===== src/rtl/fp_stream_accumulator.sv =====
// FP32 stream accumulator: sums valid/ready operand groups delimited by in_last.
// Running sum loops through a combinational fpAdder32 (RNE, IEEE specials).
module fp_stream_accumulator #(
    parameter int CNT_W = 16
) (
    input  logic             clk,
    input  logic             reset,
    input  logic             in_valid,
    output logic             in_ready,
    input  logic [31:0]      in_data,
    input  logic             in_sub,
    input  logic             in_last,
    output logic             out_valid,
    input  logic             out_ready,
    output logic [31:0]      out_data,
    output logic [CNT_W-1:0] out_count,
    output logic             out_sat
);

    typedef enum logic {IDLE, ACCUM} state_t;

    function automatic logic [31:0] fp_add(
        input logic [31:0] a,
        input logic [31:0] b_in,
        input logic        sub
    );
        logic [31:0] b, x, y, res;
        logic        sx, sy, sr, nan_a, nan_b, inf_a, inf_b;
        logic [9:0]  ex, ey, d, e, sh, ef;
        logic [26:0] mx, my, mys, mask, m;
        logic [27:0] r;
        logic [4:0]  lz;
        logic [24:0] mr;
        b = {b_in[31] ^ sub, b_in[30:0]};
        nan_a = (a[30:23] == 8'hFF) && (a[22:0] != 23'd0);
        nan_b = (b[30:23] == 8'hFF) && (b[22:0] != 23'd0);
        inf_a = (a[30:23] == 8'hFF) && (a[22:0] == 23'd0);
        inf_b = (b[30:23] == 8'hFF) && (b[22:0] == 23'd0);
        if (a[30:0] >= b[30:0]) begin
            x = a;
            y = b;
        end else begin
            x = b;
            y = a;
        end
        sx = x[31];
        sy = y[31];
        ex = (x[30:23] == 8'd0) ? 10'd1 : {2'b00, x[30:23]};
        ey = (y[30:23] == 8'd0) ? 10'd1 : {2'b00, y[30:23]};
        mx = {x[30:23] != 8'd0, x[22:0], 3'b000};
        my = {y[30:23] != 8'd0, y[22:0], 3'b000};
        d  = ex - ey;
        mask = 27'd0;
        if (d >= 10'd27) begin
            mys = {26'd0, |my};
        end else begin
            mask = (27'd1 << d[4:0]) - 27'd1;
            mys  = (my >> d[4:0]) | {26'd0, |(my & mask)};
        end
        if (sx ^ sy)
            r = {1'b0, mx} - {1'b0, mys};
        else
            r = {1'b0, mx} + {1'b0, mys};
        lz = 5'd27;
        for (int i = 0; i < 27; i++)
            if (r[i]) lz = 5'(26 - i);
        sh = 10'd0;
        if (r[27]) begin
            m = r[27:1] | {26'd0, r[0]};
            e = ex + 10'd1;
        end else begin
            // never normalise below the minimum exponent: denormals stay denormal
            sh = ({5'd0, lz} < ex - 10'd1) ? {5'd0, lz} : ex - 10'd1;
            m  = r[26:0] << sh;
            e  = ex - sh;
        end
        mr = {1'b0, m[26:3]} + {24'd0, m[2] & ((|m[1:0]) | m[3])};
        ef = mr[24] ? e + 10'd1 : (mr[23] ? e : 10'd0);
        sr = (mr == 25'd0) ? (sx & sy) : sx;
        if (nan_a || nan_b)
            res = 32'h7FC0_0000;
        else if (inf_a && inf_b && (a[31] != b[31]))
            res = 32'h7FC0_0000;
        else if (inf_a)
            res = a;
        else if (inf_b)
            res = b;
        else if (ef >= 10'd255)
            res = {sr, 8'hFF, 23'd0};
        else
            res = {sr, ef[7:0], mr[22:0]};
        return res;
    endfunction

    state_t           state;
    logic [31:0]      acc;
    logic [CNT_W-1:0] cnt;
    logic             sat;

    logic             accept;
    logic [31:0]      first_val;
    logic [31:0]      sum;
    logic             cnt_max;
    logic [CNT_W-1:0] cnt_nxt;
    logic             sat_nxt;

    assign in_ready  = ~out_valid | out_ready;
    assign accept    = in_valid & in_ready;
    assign first_val = {in_data[31] ^ in_sub, in_data[30:0]};
    assign sum       = fp_add(acc, in_data, in_sub);
    assign cnt_max   = &cnt;
    assign cnt_nxt   = cnt_max ? cnt : cnt + 1'b1;
    assign sat_nxt   = sat | cnt_max;

    always_ff @(posedge clk) begin
        if (reset) begin
            state     <= IDLE;
            acc       <= 32'd0;
            cnt       <= '0;
            sat       <= 1'b0;
            out_valid <= 1'b0;
            out_data  <= 32'd0;
            out_count <= '0;
            out_sat   <= 1'b0;
        end else begin
            if (out_valid && out_ready)
                out_valid <= 1'b0;
            if (accept) begin
                unique case (state)
                    IDLE: begin
                        if (in_last) begin
                            out_valid <= 1'b1;
                            out_data  <= first_val;
                            out_count <= CNT_W'(1);
                            out_sat   <= 1'b0;
                        end else begin
                            state <= ACCUM;
                            acc   <= first_val;
                            cnt   <= CNT_W'(1);
                            sat   <= 1'b0;
                        end
                    end
                    ACCUM: begin
                        if (in_last) begin
                            state     <= IDLE;
                            out_valid <= 1'b1;
                            out_data  <= sum;
                            out_count <= cnt_nxt;
                            out_sat   <= sat_nxt;
                        end else begin
                            acc <= sum;
                            cnt <= cnt_nxt;
                            sat <= sat_nxt;
                        end
                    end
                endcase
            end
        end
    end

endmodule


===== config.mk =====
export PLATFORM = sky130hd
export DESIGN_NAME = fp_stream_accumulator
export DESIGN_NICKNAME = d
export VERILOG_FILES = /design/src/rtl/fp_stream_accumulator.sv
export SDC_FILE = /design/constraint.sdc
export NUM_CORES = 1
export LEC_CHECK = 0
export ABC_AREA = 1
export CAP_MARGIN = 0
export CORE_ASPECT_RATIO = 0.75
export CORE_MARGIN = 2
export CORE_UTILIZATION = 50
export DETAILED_ROUTE_END_ITERATION = 10
export PLACE_DENSITY = 0.79
export REMOVE_ABC_BUFFERS = 1
export SLEW_MARGIN = 20
export SYNTH_ARGS = -nofsm -noshare
export SYNTH_HDL_FRONTEND = slang
export SYNTH_SLANG_ARGS = --single-unit

===== constraint.sdc =====
create_clock -name clk -period 27.8 [get_ports clk]
set_input_delay 8.34 -clock clk [delete_from_list [all_inputs] [get_ports clk]]
set_output_delay 8.34 -clock clk [all_outputs]
set_load 0.05 [all_outputs]

==> run metrics <==
CTS tree=done; Slew Limit Fails=0; Setup Fix Bufs, Post-CTS=0; fin crit share=92.02%; clock sink count=100; Psw=975.0 uW; Skew-Pair Late Insertion Delay=360 ps; slowest stage cell, crit path=o21ai_0; Slew @ Worst Pin=1054 ps; PortBufs=88; unrepaired setup endpoints after global routing=false; Die W=211.2 um; Clock Tree Buf Depth=2; Die Area=between 30000 and 40000 um^2; Post-Syn Area per Cell=5.484 um^2; drt first-iter violations=2529; Worst-path clk slew=approximately 70 ps; number of global-route vias before repair=approximately 18000; CTS Buf Count=9; crit path launch type=primary input; Clock Power Share=8.2%; area taken by multi-input logic gates=12110 um^2; Seq. cell area=2002 um^2; Core ar.=31460 um^2; Clock Skew=17.16 ps; critical path peak fanout=~120; Via Count=19940; CP max stage delay=820 ps; initial antenna violation count=0; Sum Neg Setup Slack=0 ps; cts hold-fix bufs=0; Cell Rows=56; post-synthesis cell type count=62; Post-Syn Area=16100 um^2; hold crit path type=register to register; gr usage total=between 30 and 40%; H-tree depth=3; CP most frequent cell=nand2_1; Final min period=approximately 26000 ps; Final setup viols=0; DRT Pass-1 Iters=6; Cells after Synth=2936; Final HPWL DP=~50000 um; Worst slew margin=approximately 29%; Die H=159.4 um; final wirelength=64380 um; Nets=roughly 3100; power share of the combinational group=81.2%; Root Buffer=clkbuf_16; Final ANT Viol Nets=0; Fillers=roughly 3300; Synth Register Bits=100; CP Data Arrival Time=25820 ps; Max Fclk=39.09 MHz; sequential power share=10.6%; largest net degree at the start of global routing=between 100 and 150; layout cell share with drive strength beyond 1=6.435%; maxcap violations=0; Overall Power=1.535 mW; WL per Instance=19.26 um; number of I/O pins=between 80 and 90; WP data required=28040 ps; drc violations=0; Layout area overhead=7.413%; VDD IR-drop max=between 0.00003 and 0.00004 V; vias per cell=around 6.0; register area share after synthesis=12.43%; gp weighted congestion=between 1 and 1.5; status=completed; Worst Setup End Kind=register; pwr/cell area=88.73 nW/um^2; Resize count post-CTS=0; Starting Density=51.18%; Ys Warns=0; Hold Vio Cnt, Final=0; Sw Share=63.53%; ANT cells=0; P_leak=8.839 nW; first-pass GRT wire length=100500 um; WS Path Type=primary input to register; Int Pwr=559.6 uW; total global routing overflow=0
[final timing paths]
path                              from                         to  slack, ps  cells past startpoint
min          out_data[18]$_SDFFE_PP0P_  out_data[18]$_SDFFE_PP0P_        460                      2
min reg2reg  out_data[18]$_SDFFE_PP0P_  out_data[18]$_SDFFE_PP0P_        460                      2
max reg2reg       acc[25]$_SDFFE_PP0P_       acc[17]$_SDFFE_PP0P_      10540                     82
max                        in_data[24]       acc[17]$_SDFFE_PP0P_       2220                     84
[cells in the final DEF (no fill, tap or decap), types with 3 or more instances in the layout]
cell,n
a21oi_2,3
o2111ai_1,3
a31oi_1,9
o21ai_0,140
o31ai_1,7
nor2_1,187
nor2_2,15
o22ai_1,3
xor2_1,40
nand4_1,54
a21oi_1,137
ha_1,106
nand3_1,444
clkinv_1,8
clkdlybuf4s50_1,88
or2_2,13
nor2_4,10
nand2_1,943
dfxtp_1,100
o211ai_1,9
xor2_2,3
nand3b_1,13
inv_1,338
buf_4,16
o21ai_1,45
nor4_1,13
a21o_1,3
xnor2_1,4
nand2_2,24
inv_2,25
o21ai_2,19
nor3_1,23
o21a_1,6
clkbuf_16,9
nand2_4,12
o21bai_1,9
nand3_2,24
[worst max-delay path, delay by kind of cell]
| kind | cells | cell delay, ps |
|---|---|---|
| simple gates | 40 | 6570 |
| compound gates | 21 | 4910 |
| buf+inv | 16 | 3580 |
| fa+ha+maj | 6 | 1790 |
| xor+xnor | 1 | 500 |
[cells by family after synthesis]
logic type | after synthesis | share of synthesized area (%)
fa+ha+maj | 107 | 8.361
simple gates | 1785 | 49.73
buf+inv | 489 | 12.48
flops | 100 | 12.43
other cells | 1 | 0.02329
mux | 1 | 0.06217
compound gates | 406 | 14.26
xor+xnor | 47 | 2.650
[per-stage QoR]
| stage | area, um^2 | hold WS, ps | std cells | setup WS, ps | util [%] |
|---|---|---|---|---|---|
| 4_1_cts | 17290 | 459.4 | 3343 | 2637 | 54.96 |
| 5_1_grt | 17300 | 471.1 | 3343 | 732.1 | 54.98 |
| 3_5_place_dp | 17010 | 439.6 | 3328 | 2355 | 54.06 |
| 2_1_floorplan | 15480 | 499.1 | 2818 | 6301 | - |
| 6_report | 17300 | 458.9 | 3343 | 2219 | 54.98 |
| 3_3_place_gp | 17010 | 440.1 | 3328 | 2555 | 54.06 |
[registers in the layout, indices dropped and copies added (netlist names)]
register   cells
cnt           16
out_data      32
out_count     16
out_valid      1
state          1
sat            1
out_sat        1
acc           32
[routing by layer]
layer | vias to the layer above | GRT usage (%) | part of all wire, %
met3 | 150 | 6.824 | 12
li1 | 9551 | - | -
met2 | 1243 | 56.35 | 41
met4 | 0 | 10.79 | 3.3
met5 | - | 0 | 0
met1 | 9000 | 53.33 | 43
[power by group through the flow]
| stage | sequential, mW | clock, mW | combinational, mW |
|---|---|---|---|
| after global placement | 0.166 | 0 | 1.20 |
| after floorplan | 0.176 | 0 | 0.830 |
| after detailed placement | 0.166 | 0 | 1.20 |
| after CTS | 0.163 | 0.125 | 1.20 |
| final | 0.163 | 0.125 | 1.25 |
| after global routing | 0.164 | 0.132 | 1.36 |
[Yosys cell counts (all sizes together)]
cell,n,share of area [%]
nand3b,13,0.61
a21o,3,0.14
a22oi,1,0.047
nor4,13,0.51
o21ai,205,6.9
a311oi,1,0.054
and2,2,0.093
conb,1,0.023
or2,16,0.62
o22ai,3,0.12
nor2,212,5.6
dfxtp,100,12
a221oi,1,0.054
o311ai,1,0.054
nand3,468,15
o21bai,9,0.42
a21oi,140,4.4
a21boi,4,0.30
buf,68,2.7
a211oi,2,0.093
clkbuf,50,1.2
o31ai,7,0.33
xor2,43,2.4
o211ai,10,0.50
a31oi,9,0.35
nand2,980,24
xnor2,4,0.22
o21a,6,0.28
nand4,56,2.3
o2111ai,3,0.16
nor3b,1,0.047
fa,1,0.12
inv,363,8.5
clkinv,8,0.19
nor3,24,0.82
o221ai,1,0.054
mux2i,1,0.062
ha,106,8.2
[area by class of cell]
class | instances | area share (%)
Multi-Input combinational cell | 2347 | 70.02
Sequential cell | 100 | 11.57
Inverter | 371 | 8.052
Timing Repair Buffer | 104 | 5.787
Tap cell | 406 | 2.937
Clock buffer | 9 | 1.302
Clock inverter | 6 | 0.3255
No activity file was read; power rests on OpenSTA's default activity.
